$ cat config.mk
export PLATFORM = sky130hd
export DESIGN_NAME = uart_tx_mmio
export DESIGN_NICKNAME = d
export VERILOG_FILES = /design/src/rtl/uart_tx_mmio.sv
export SDC_FILE = /design/constraint.sdc
export NUM_CORES = 1
export LEC_CHECK = 0
export CORE_MARGIN = 4
export CORE_UTILIZATION = 54
export DETAILED_ROUTE_END_ITERATION = 7
export MAX_ROUTING_LAYER = met4
export PLACE_DENSITY = 0.91
export SLEW_MARGIN = 40
export SYNTH_ARGS = -nofsm -noshare
export SYNTH_HDL_FRONTEND = slang
export SYNTH_SLANG_ARGS = --single-unit
$ cat constraint.sdc
create_clock -name clk -period 3.95 [get_ports clk]
set_input_delay 1.185 -clock clk [delete_from_list [all_inputs] [get_ports clk]]
set_output_delay 1.185 -clock clk [all_outputs]
set_load 0.1 [all_outputs]
$ cat src/rtl/uart_tx_mmio.sv
`default_nettype none
// ============================================================================
// Module   : uart_tx_mmio
// Brief    : Bus-snooping 8N1 UART transmitter with a small byte FIFO and a
//            registered status word for the memory read mux.
// Revision : 1.0
// ============================================================================
module uart_tx_mmio #(
    parameter int WORD_SIZE      = 16,
    parameter int CLKS_PER_BIT   = 434,
    parameter int FIFO_DEPTH     = 4,
    parameter int TX_DATA_ADDR   = 120,
    parameter int TX_STATUS_ADDR = 119
) (
    input  logic                 clk,
    input  logic                 rst_n,
    input  logic                 write,
    input  logic [WORD_SIZE-1:0] addr,
    input  logic [WORD_SIZE-1:0] data_in,
    output logic [WORD_SIZE-1:0] status,
    output logic                 tx
);

    localparam int                   c_PTR_W     = $clog2(FIFO_DEPTH);
    localparam int                   c_BCNT_W    = $clog2(CLKS_PER_BIT);
    localparam logic [WORD_SIZE-1:0] c_DATA_ADDR = WORD_SIZE'(TX_DATA_ADDR);
    localparam logic [WORD_SIZE-1:0] c_STAT_ADDR = WORD_SIZE'(TX_STATUS_ADDR);
    localparam logic [c_BCNT_W-1:0]  c_BCNT_LAST = c_BCNT_W'(CLKS_PER_BIT - 1);
    localparam logic [4:0]           c_FULL_CNT  = 5'(FIFO_DEPTH);

    typedef enum logic [1:0] {
        S_IDLE  = 2'd0,
        S_START = 2'd1,
        S_DATA  = 2'd2,
        S_STOP  = 2'd3
    } state_t;

    state_t               r_state, w_state_nxt;
    logic [c_BCNT_W-1:0]  r_bcnt, w_bcnt_nxt;
    logic [2:0]           r_bidx, w_bidx_nxt;
    logic                 r_tx, w_tx_nxt;
    logic [7:0]           r_shreg;
    logic [7:0]           r_mem [FIFO_DEPTH];
    logic [c_PTR_W-1:0]   r_rd_ptr, r_wr_ptr;
    logic [4:0]           r_count, w_count_nxt;
    logic                 r_overflow, r_busy, r_full;
    logic                 w_pop, w_push_req, w_push_ok, w_drop, w_clr;
    logic                 w_bcnt_done;
    logic                 w_unused_data;

    assign w_push_req    = write && (addr == c_DATA_ADDR);
    assign w_clr         = write && (addr == c_STAT_ADDR) && data_in[2];
    assign w_bcnt_done   = (r_bcnt == c_BCNT_LAST);
    assign w_unused_data = |data_in[WORD_SIZE-1:8];

    // FSM next-state, serial output and pop decision
    always_comb begin
        w_state_nxt = r_state;
        w_bcnt_nxt  = r_bcnt;
        w_bidx_nxt  = r_bidx;
        w_tx_nxt    = r_tx;
        w_pop       = 1'b0;
        case (r_state)
            S_IDLE: begin
                w_tx_nxt = 1'b1;
                if (r_count != 5'd0) begin
                    w_pop       = 1'b1;
                    w_state_nxt = S_START;
                    w_bcnt_nxt  = '0;
                    w_tx_nxt    = 1'b0;
                end
            end
            S_START: begin
                if (w_bcnt_done) begin
                    w_state_nxt = S_DATA;
                    w_bcnt_nxt  = '0;
                    w_bidx_nxt  = 3'd0;
                    w_tx_nxt    = r_shreg[0];
                end else begin
                    w_bcnt_nxt = r_bcnt + c_BCNT_W'(1);
                end
            end
            S_DATA: begin
                if (w_bcnt_done) begin
                    w_bcnt_nxt = '0;
                    if (r_bidx == 3'd7) begin
                        w_state_nxt = S_STOP;
                        w_tx_nxt    = 1'b1;
                    end else begin
                        w_bidx_nxt = r_bidx + 3'd1;
                        w_tx_nxt   = r_shreg[r_bidx + 3'd1];
                    end
                end else begin
                    w_bcnt_nxt = r_bcnt + c_BCNT_W'(1);
                end
            end
            S_STOP: begin
                if (w_bcnt_done) begin
                    w_bcnt_nxt = '0;
                    if (r_count != 5'd0) begin
                        // Chain straight into the next start bit, no idle gap
                        w_pop       = 1'b1;
                        w_state_nxt = S_START;
                        w_tx_nxt    = 1'b0;
                    end else begin
                        w_state_nxt = S_IDLE;
                        w_tx_nxt    = 1'b1;
                    end
                end else begin
                    w_bcnt_nxt = r_bcnt + c_BCNT_W'(1);
                end
            end
            default: begin
                w_state_nxt = S_IDLE;
                w_tx_nxt    = 1'b1;
            end
        endcase
    end

    // A pop in the same cycle frees the slot a full FIFO would otherwise refuse
    always_comb begin
        w_push_ok = w_push_req && ((r_count != c_FULL_CNT) || w_pop);
        w_drop    = w_push_req && !w_push_ok;
        case ({w_push_ok, w_pop})
            2'b10:   w_count_nxt = r_count + 5'd1;
            2'b01:   w_count_nxt = r_count - 5'd1;
            default: w_count_nxt = r_count;
        endcase
    end

    always_ff @(posedge clk or negedge rst_n) begin
        if (!rst_n) begin
            r_state    <= S_IDLE;
            r_bcnt     <= '0;
            r_bidx     <= 3'd0;
            r_tx       <= 1'b1;
            r_shreg    <= 8'd0;
            r_rd_ptr   <= '0;
            r_wr_ptr   <= '0;
            r_count    <= 5'd0;
            r_overflow <= 1'b0;
            r_busy     <= 1'b0;
            r_full     <= 1'b0;
        end else begin
            r_state <= w_state_nxt;
            r_bcnt  <= w_bcnt_nxt;
            r_bidx  <= w_bidx_nxt;
            r_tx    <= w_tx_nxt;
            r_count <= w_count_nxt;
            if (w_pop) begin
                r_shreg  <= r_mem[r_rd_ptr];
                r_rd_ptr <= r_rd_ptr + c_PTR_W'(1);
            end
            if (w_push_ok) begin
                r_wr_ptr <= r_wr_ptr + c_PTR_W'(1);
            end
            if (w_drop) begin
                r_overflow <= 1'b1;
            end else if (w_clr) begin
                r_overflow <= 1'b0;
            end
            r_busy <= (w_state_nxt != S_IDLE) || (w_count_nxt != 5'd0);
            r_full <= (w_count_nxt == c_FULL_CNT);
        end
    end

    // Storage needs no reset: the pointers and count define what is valid
    always_ff @(posedge clk) begin
        if (w_push_ok) begin
            r_mem[r_wr_ptr] <= data_in[7:0];
        end
    end

    assign tx     = r_tx;
    assign status = {{(WORD_SIZE-9){1'b0}}, r_count, 1'b0, r_overflow, r_busy, r_full};

endmodule
`default_nettype wire

Word level (Yosys, flattened, before mapping)
Memories as Yosys holds them, arrays and structs flattened. A register that Yosys moved wholly into a read port is not among the register bits. Index checks and enable logic that the tools add are counted.

Bits in writable memories: 32. Memories kept: 1. Flip-flop bits (word level): 27. Word-level logic and storage cells: 82. Output and inout port bits: 17. Input port bits: 35.

Memory list: r_mem (words 4, bits a word 8, read ports 1, clocked after Yosys merged registers in 1, wr ports 1, line 43) `logic [7:0] r_mem [FIFO_DEPTH];`.

$add $sub $neg: 6. Eq/ne operators: 16. Magnitude comparators: 1. Multiplexer cells: 30. Reduce and logical (&&, ||, !) cells: 18.

Operators by type and width (number): equality test 16 x 7 -> 1 bit, second input constant (2); two-way mux 9 bit (2); one-hot mux 9 bit (2 select lines) (1); two-way mux 1 bit (13); two-way mux 2 bit (5); != test 2 bit, second input constant (5); one-hot mux 5 bit (2 select lines) (1); nonzero test 5 bit (2); adder 9 x 1 -> 9 bit, second input constant (1); equality test 9 bit, second input constant (1); two-way mux 3 bit (3); one-hot mux 2 bit (4 select lines) (1); equality test 2 bit, second input constant (3); one-hot mux 3 bit (2 select lines) (1); nonzero test 2 bit (3); adder 5 x 1 -> 5 bit, second input constant (1); equality test 5 x 3 -> 1 bit, second input constant (1); logical AND 1 bit (5); != test 5 x 3 -> 1 bit, second input constant (1); subtractor 5 x 1 -> 5 bit, second input constant (1); adder 2 x 1 -> 2 bit, second input constant (2); equality test 2 x 1 -> 1 bit, second input constant (2); < comparator 3 x 4 -> 1 bit, second input constant (1); one-hot mux 1 bit (4 select lines) (1); other kinds (10) (12).

Longest topological paths before layout
Gate-level depths: netlist of the first run.

Depth after elaboration: 10. Mapped depth: 15. Depth with buffers taken out: 15.

Least setup slack after synthesis of the first run
Ideal clock, no wire load.

Kind: in2reg. Start: input addr[12]. End: register r_full. Data required time: 3.830 ns. Buffers on the path: 0. Cell stages on the path: 13. Library setup time: 0.120 ns. Arrival time: 3.477 ns. Path slack: 0.353 ns. Cell sequence: nor4b_1 > and4_1 > nand2_1 > nand2_2 > inv_2 > ha_1 > nor2b_1 > o21ai_0 > nand2b_1 > xnor2_1 > mux2i_1 > a22o_1 > and3_1.

Word-level cells in the longest chain between the ends: 6. Elaborated cells on any way between the ends: 7. Classes of those cells: 4 x eq/ne; 1 x mux; 2 x reduce/logical.

Ends and longest elaborated chain: start: declaration (line 18) `input logic [WORD_SIZE-1:0] addr,`; equality test 16 x 7 -> 1 bit * (line 51) `assign w_push_req = write && (addr == c_DATA_ADDR);`; logical AND 1 bit * (line 51); logical AND 1 bit * (line 122) `w_push_ok = w_push_req && ((r_count != c_FULL_CNT) || w_pop);`; equality test 2 x 1 -> 1 bit or equality test 2 bit (tied branches) (line 124) `case ({w_push_ok, w_pop})`; one-hot mux 5 bit (2 select lines) * (line 124); equality test 5 x 3 -> 1 bit * (line 163) `r_full <= (w_count_nxt == c_FULL_CNT);`; end signal: assignment (line 163); end: declaration (line 46) `logic r_overflow, r_busy, r_full;`.

Every way passes the cells marked *; elsewhere a longest branch is shown, timed or not. A chain may end at the register's enable or synchronous reset.

Worst setup path in the final report of the first run
Start: input addr[12]. End: register r_full.

Word-level cells in the longest chain between the ends: 6. Elaborated cells on any way between the ends: 7. Classes of those cells: 4 x eq/ne; 1 x mux; 2 x reduce/logical.

Ends and longest elaborated chain: equality test 16 x 7 -> 1 bit * (line 51); logical AND 1 bit * (line 51); logical AND 1 bit * (line 122); equality test 2 x 1 -> 1 bit or equality test 2 bit (tied branches) (line 124); one-hot mux 5 bit (2 select lines) * (line 124); named net w_count_nxt[3] (line 45) `logic [4:0] r_count, w_count_nxt;`; equality test 5 x 3 -> 1 bit * (line 163).

Mark *: on every way through the listed nets, which the timed path passes. The rest lies on a longest branch.

==> flow_summary.yaml, run 1 <==
status:
  status: "finished, final reports clean"
setup_path:
  required_ns: 4.24
  r2r_slack_ns: 0.72
  reg2reg_from: "r_bcnt[1]"
  setup.worst_path.class: "in -> reg"
  worstPathArrival_ns: 3.92
  reg2reg_depth: 13
  critical_path_peak_fanout: 4
  r2r-end: "r_busy"
  cp-start-kind: "input port"
  end_kind: "flop"
placed_design:
  dp_hpwl_um: 4800
  dp_cells: 378
  place.gp.congestion: 0.868
  place.port_buffers: 35
yosys:
  synth_area_um2: 3450
  yosys_most_used_dff: "dfrtp_1"
  postSynthCellCount: 271
  synth_seq_area_share: 0.532
  yosysMostFrequentCell: "dfrtp_1"
  synthTopCellsByArea: "edfxtp_1, dfrtp_1, mux4_2, ha_1, mux2_2"
  yosysWarnings: 0
  postSynthAreaPerCell_um2: 12.7
  async_reset_ff_frac: 0.522
  ys_ff_latch: 67
  synth_cell_types: 56
  synth_edf_count: 32
  synth_area_leader_cell: "edfxtp_1"
  yosysTopAreaCellShare: 0.278
  synth_common_cells: "dfrtp_1, edfxtp_1, nand2_1"
cts:
  cts_resized: 0
  clkTransAtPathRegs_ns: 0.07
  htreeDepth: 3
  cts_made_buffers: 9
  clk_path_buf_depth: 2
  clock_sinks: 67
  cts-root-buf: "clkbuf_8"
  cts_setup_buffers: 0
  cts_tree: "built"
  hold_buffers: 0
  insertion_delay_ns: 0.35
floorplan:
  fp-row-count: 28
  die_w_um: 88.0
  start_util: 0.570
  dieHeight_um: 88.0
  die_area_um2: 7740
  coreArea_um2: 6060
  ios: 52
routing:
  initialDrtViolationCount: 171
  avgRoutedWirePerCell_um: 17.0
  ant_nets: 0
  num_vias: 2264
  viasPerCell: 5.75
  postRouteWirelength_um: 6690
  drcViolationCount: 0
  first_pass_iters: 6
timing:
  finalSetupViolCount: 0
  fin_crit_sh: 0.920
  holdWs_ns: 0.503
  finClkSkew_ns: 0.00795
  max_freq_mhz: 275
  slew-limit-headroom: 0.587
  rsz0062_at_grt: "false"
  worst_slew_pin_slew_ns: 0.619
  hold_viol: 0
  period_needed_ns: 3.63
  slew_viol_final: 0
global_routing:
  grt_max_degree: 36
  antenna_found_initial: 0
  grt_pass1_wl_um: 11400
  gr-total-overflow: 0
  grt_pass1_vias: 2356
  grt_util_all_layers: 0.205
final_layout:
  n_antenna_cell: 0
  syn_to_final_growth_pct: 16.6
  drive_above_1_share: 0.213
  layoutNonFillerInstCount: 394
  fin_nets: 366
worst_hold_path:
  min_to: "r_bcnt[8]"
  min_path_cells: 1
  worstHoldStart: "r_bcnt[8]"
  worst_hold_path_type: "reg -> reg"
pwr:
  ir_drop_mv: 0.425
  powerDensity_nw_per_um2: 657
  leakage_nw: 1.59
job:
  drv_cap: 0
[layer usage]
metal,global-route usage,up-vias,routed length [µm]
li1,-,1067,-
met1,0.240,1111,2730
met2,0.331,73,3480
met3,0.0724,13,360
met4,0.0669,0,112
met5,-,-,0
[power by group]
group | leakage (nW) | switching [mW] | internal [mW]
Sequential | 0.717 | 0.160 | 0.845
Clock | 0.0939 | 0.275 | 0.294
Combinational | 0.784 | 0.639 | 0.434
Total | 1.59 | 1.07 | 1.57
[sequential cells by signal, indices dropped and copies added, names as in the netlist]
name and count:
r_mem 32, r_bcnt 9, r_shreg 8, r_count 5, r_bidx 3, r_rd_ptr 2, r_state 2, r_wr_ptr 2
r_busy 1, r_full 1, r_overflow 1, tx 1
[layout by cell type, fill, tap and decap left out, types with 2 or more instances in the layout]
cell / n
nand3_1: 5
ha_1: 16
a21oi_1: 6
nor4_2: 2
buf_2: 3
and4_1: 2
and2_1: 7
o31ai_1: 3
clkinvlp_4: 2
mux4_2: 10
clkdlybuf4s50_1: 26
inv_1: 11
nor3_1: 2
conb_1: 8
mux2_2: 11
a31oi_1: 2
edfxtp_1: 32
nand2b_1: 4
o21ai_0: 22
dfrtp_1: 34
xnor2_1: 9
inv_6: 2
buf_4: 13
clkbuf_8: 9
nand4_1: 4
nor2b_1: 2
mux2i_1: 3
nand2_1: 23
o22ai_1: 2
o211ai_1: 2
a22oi_1: 2
nor2_1: 8
and3_1: 4
[layout make-up]
class                           instances  area (µm²)
Clock buffer                            9         124
Fill cell                             413        2030
Tap cell                               75        93.8
Multi-Input combinational cell        182        1480
Inverter                               12        45.0
Timing Repair Buffer                   42         373
Clock inverter                          7        75.1
Sequential cell                        67        1840
[critical path: stages]
cell and delay (ns):
clkdlybuf4s50_1 0.41, nor4b_1 0.36, and4_1 0.26, nand2_1 0.08, nand2_2 0.10, inv_2 0.06
ha_1 0.26, a21o_1 0.17, a21oi_1 0.18, xnor2_1 0.11, mux2i_1 0.19, mux2i_2 0.12
a221oi_2 0.23, and3_1 0.20
[through the flow]
step           setup TNS, ns  area [µm²]  total power [mW]  utilization  worst slack (ns)
4_1_cts                    0        4030              2.65        0.665             0.338
2_1_floorplan              0        3480              1.85            -             0.353
6_report                   0        4030              2.65        0.665             0.317
5_1_grt                    0        4030              2.79        0.665             0.117
3_5_place_dp         -0.0557        3830              2.08        0.632           -0.0376
3_3_place_gp         -0.0107        3840              2.04        0.634          -0.00768
[cells by family after synthesis]
logic type / count (synthesis) / share of synthesized area
other: 1 / 0.00109
xor gates and xnor gates: 9 / 0.0228
and+or+nand+nor: 74 / 0.128
muxes: 25 / 0.114
DFF: 67 / 0.532
adders and majority gates: 17 / 0.0637
buffers and inverters: 29 / 0.0474
AOI/OAI and AO/OA: 49 / 0.0909
[worst max path at each step]
| stage | from | endpoint | slack (ns) | cells after the start |
|---|---|---|---|---|
| 2_1_floorplan | addr[12] | r_full | 0.35 | 13 |
| 3_3_place_gp | addr[12] | r_full | -0.008 | 14 |
| 3_5_place_dp | addr[12] | r_full | -0.04 | 14 |
| 4_1_cts | addr[12] | r_full | 0.34 | 14 |
| 5_1_grt | addr[12] | r_full | 0.12 | 14 |
| 6_report | addr[12] | r_full | 0.32 | 14 |
No activity file was read; power rests on OpenSTA's default activity.
==> inputs of run 2 (changes only) <==
- ABC_CLOCK_PERIOD_IN_PS: unset -> 3950
==> results of run 2 <==
No change in the layout: final DEF, timing and power equal those of run 1.
==> patch 1 (flow settings as in run 2) <==
`WORD_SIZE`: 16 -> 32.
--- a/src/rtl/uart_tx_mmio.sv
+++ b/src/rtl/uart_tx_mmio.sv
@@ -6,7 +6,7 @@
 // Revision : 1.0
 // ============================================================================
 module uart_tx_mmio #(
-    parameter int WORD_SIZE      = 16,
+    parameter int WORD_SIZE      = 32,
     parameter int CLKS_PER_BIT   = 434,
     parameter int FIFO_DEPTH     = 4,
     parameter int TX_DATA_ADDR   = 120,
Interface: changed (resized addr, data_in and status); port bits go from 52 to 100. The function was not compared with the original's and may differ.
==> patch 1 against run 2 <==
  * Cell area grew 5.4%
  * Sequential cell count is the same
  * Worst hold slack lost 0.011 ns
  * Routed wire length grew 12%
  * Worst setup slack lost 0.11 ns
  * Non-clock buffer count grew 16
  * Maximum frequency shrank 3.0%
  * Die area grew 2.1%
  * Synthesized area grew 2.3%
  * Critical path depth shrank 1
  * Clock skew is essentially flat
Power is not compared: it rests on default switching activity, and its combinational part moved more than twofold at a synthesized area within 25%.
==> patch 1: results (changes against run 2) <==
global_routing:
  grt_pass1_wl_um: 11900  # +4.7%
  grt_pass1_vias: 2493  # +5.8%
  gr-usage-all-layers_pct: 20.8  # +0.34 points
cells_and_area:
  nFillCells: 455  # +10%
  final_nets: 441  # +20%
  drive_above_1_share_pct: 15.5  # -5.8 points
  multiInputGateArea_um2: 1540  # +4.3%
yosys:
  synthArstFlopShare_pct: 52.2  # unchanged
  synth_edf_count: 32  # unchanged
  synth_compound_area_share_pct: 7.61  # -1.5 points
  synthAdderAreaFrac_pct: 6.23  # -0.14 points
  netlist_top_cells_area: "edfxtp_1 27%, dfrtp_1 24%, mux4_2 6.4%"
  seq_area_frac_synth_pct: 52.0  # -1.2 points
  ys_top_cells_by_count: "45 x nand2_1, 34 x dfrtp_1, 32 x edfxtp_1"
  synthMuxAreaShare_pct: 8.96  # -2.4 points
  ys_types: 51  # -8.9%
  synth_ff_type: "dfrtp_1"
  syn_inst: 297  # +9.6%
  synth-xor-area-share_pct: 1.74  # -0.55 points
placement:
  dp.cells: 423  # +12%
  dpl-instance-area_um2: 4030  # +5.2%
  place_congestion: 0.867  # about the same
  port_buffers: 51  # +46%
  hpwl_um: 5420  # +13%
  dp_slack_ns: -0.187  # -0.150 ns
routing:
  drt-total-wl_um: 7480  # +12%
  drt_iter0_drc: 100  # -42%
  vias_per_cell: 5.57  # -3.0%
  vias: 2447  # +8.1%
  firstDrtPassIters: 4  # -2
clocking:
  clk_pin_slew_ns: 0.07  # about the same
  clockRootBuffer: "clkbuf_8"
  clockBufferDepth: 2  # unchanged
  htree_levels: 3  # unchanged
worst_hold_path:
  hp-start: "r_shreg[4]"
run_status:
  status: "completed"
worst_setup_path:
  startpoint: "addr[20]"
  critPathMaxFanout: 3  # -1
  arrival_ns: 3.96  # +0.04 ns
  cp_slowest_stage_delay_ns: 0.46  # +0.05 ns
power_and_ir_drop:
  power.leakage_nw: 1.76
sta:
  skew_ns: 0.00761  # -0.000333 ns
  relSlewSlack_pct: 53.1  # -5.6 points
## patch 1: cell types whose count changed after synthesis, moves of 3 or more
| cell | before | now |
|---|---|---|
| o21ai_0 | 22 | 16 |
| nor2_1 | 8 | 13 |
| a22o_1 | 1 | 6 |
| mux2_2 | 11 | 4 |
| nor4_1 | 0 | 7 |
| clkbuf_1 | 0 | 3 |
| nand2_1 | 23 | 45 |
| buf_4 | 12 | 27 |
| xnor2_1 | 9 | 6 |
## patch 1: metal layers
| metal | global-route usage, % | share of wire, % | up-vias | wire length (um) |
|---|---|---|---|---|
| met4 | 8.10 | 2.2 | 0 | 163 |
| li1 | - | - | 1152 | - |
| met3 | 5.71 | 5.0 | 17 | 374 |
| met1 | 23.3 | 37 | 1206 | 2800 |
| met2 | 35.4 | 55 | 72 | 4140 |
| met5 | - | 0 | - | 0 |
## patch 1: cell type report
type / instances / area share, %
inverters: 10 / 0.884
multi-input cells: 211 / 36.3
clock buffers: 10 / 3.01
well taps: 77 / 2.27
flip-flops and latches: 67 / 43.3
clock inverters: 6 / 1.68
repair buffers: 58 / 12.6
## patch 1: path summary, 6_finish.rpt
| path | cells past startpoint | slack [ns] | end |
|---|---|---|---|
| setup / recovery | 13 | 0.20 | r_busy |
| hold / removal | 2 | 0.49 | r_shreg[4] |
| setup reg to reg | 16 | 0.78 | r_full |
| hold reg to reg | 2 | 0.49 | r_shreg[4] |
| max in group asynchronous | 2 | 2.36 | tx |
| min in group asynchronous | 2 | 1.25 | r_state[0] |
## patch 1: what timing repair did
item	4_1_cts	5_1_grt
resized for setup	0	4
hold buffers	0	0
endpoints found under the setup margin	0	2
## patch 1: where the power goes
group | switching [mW] | internal (mW) | total [mW]
logic | 0.120 | 0.0398 | 0.160
clock network | 0.283 | 0.298 | 0.581
registers | 0.000000000763 | 0.731 | 0.731
==> patch 2 (settings of run 2) <==
Made on the original files. Re-encode `state_t` (4 states) as one-hot, 4 bits wide.
--- a/src/rtl/uart_tx_mmio.sv
+++ b/src/rtl/uart_tx_mmio.sv
@@ -28,11 +28,11 @@
     localparam logic [c_BCNT_W-1:0]  c_BCNT_LAST = c_BCNT_W'(CLKS_PER_BIT - 1);
     localparam logic [4:0]           c_FULL_CNT  = 5'(FIFO_DEPTH);
 
-    typedef enum logic [1:0] {
-        S_IDLE  = 2'd0,
-        S_START = 2'd1,
-        S_DATA  = 2'd2,
-        S_STOP  = 2'd3
+    typedef enum logic [3:0] {
+        S_IDLE  = 4'b0001,
+        S_START = 4'b0010,
+        S_DATA  = 4'b0100,
+        S_STOP  = 4'b1000
     } state_t;
 
     state_t               r_state, w_state_nxt;
Check against the original RTL: no difference found for any inputs over 10 cycles, from zero or initial values and one cycle with rst_n low; not proved beyond that.
==> patch 2 against run 2 <==
  * Cell area decreased by 0.93%
  * Maximum frequency decreased by 4.0%
  * Sequential cell count increased by 2
  * Clock skew increased by 0.0021 ns
  * Worst setup slack got worse by 0.15 ns
  * Synthesized area decreased by 2.2%
  * Non-clock buffer count increased by 6
  * Utilization increased by 0.15 points
  * Highest routed layer unchanged
  * Via count decreased by 5.9%
  * Critical endpoint unchanged
  * Critical path type unchanged
  * Routed wire length decreased by 2.6%
Power is not compared: it rests on default switching activity, and its combinational part moved more than twofold at a synthesized area within 25%.
==> patch 2: results (changes against run 2) <==
yosys:
  avgSynthCellArea_um2: 13.3  # +4.7%
  synthArstFlopShare_pct: 53.6  # +1.4 points
  synth-xor-area-share_pct: 2.59  # +0.31 points
  synthAdderAreaFrac_pct: 4.67  # -1.7 points
  netlist_top_cells_area: "edfxtp_1 28%, dfrtp_1 26%, mux4_2 6.7%"
  synth_compound_area_share_pct: 7.00  # -2.1 points
  ys_ff_latch: 69  # +3.0%
  ys_top_cells_by_count: "35 x dfrtp_1, 32 x edfxtp_1, 21 x o21ai_0"
routing:
  dr_wl_met2_um: 3330  # -4.5%
  firstDrtPassIters: 4  # -2
  drt_iter0_drc: 120  # -30%
  wirelength_met1_um: 2740  # +0.44%
  wl_per_cell_um: 17.1  # +0.99%
  route.met3.wl_um: 303  # -16%
cells_and_area:
  clock_area_share_pct: 5.17  # +0.23 points
  nMultiInputCombCells: 158  # -13%
  drive_above_1_share_pct: 23.3  # +2.0 points
  buffers: 48  # +14%
  final-nonclk-buf-share_pct: 10.4  # +1.2 points
  nonClockInverterCount: 14  # +2
  final_nets: 347  # -5.2%
run_status:
  status: "completed"
placement:
  place_congestion: 0.775  # -11%
  dp_slack_ns: -0.123  # -0.0856 ns
  dpl-instance-area_um2: 3780  # -1.2%
  hpwl_um: 4580  # -4.5%
global_routing:
  met3_usage_pct: 5.87  # -1.4 points
  grt_pass1_vias: 2269  # -3.7%
  met2_usage_pct: 32.6  # -0.44 points
  grt_max_degree: 38  # +5.6%
  grtUsageMet1_pct: 24.6  # +0.65 points
  grt_pass1_wl_um: 11200  # -1.2%
sta:
  fin_crit_ns: 3.79  # +0.153 ns
  whs_ns: 0.520  # +0.0173 ns
  relSlewSlack_pct: 57.7  # -1.0 points
worst_hold_path:
  hp-start: "r_bcnt[3]"
floorplanning:
  die_area_um2: 7580  # -2.0%
worst_setup_path:
  r2r-end: "r_full"
==> patch 2: changes by cell type in the layout (fill, tap and decap cells not counted), sizes merged, moves of 5 or more <==
cell	change
ha	-5
nand2	-15
buf	+7
a21oi	-5
==> patch 2: repair_timing <==
action	in CTS	in global routing
hold endpoints to repair	0	0
setup buffers	0	0
setup endpoints to repair	0	1
==> patch 2: power breakdown <==
group | switching [mW] | internal, mW | total (mW)
Sequential | 0.0000262 | 0.751 | 0.751
Combinational | 0.0491 | 0.0241 | 0.0732
Clock | 0.281 | 0.314 | 0.596
Total | 0.330 | 1.09 | 1.42
==> patch 2: worst max-delay path: cells and delay by family <==
kind / cells / cell delay (ns)
AND/OR/NAND/NOR: 8 / 1.48
AO/OA/AOI/OAI: 2 / 0.50
buffers and inverters: 1 / 0.40
adder cells (fa/ha/maj): 1 / 0.29
XOR/XNOR: 1 / 0.16
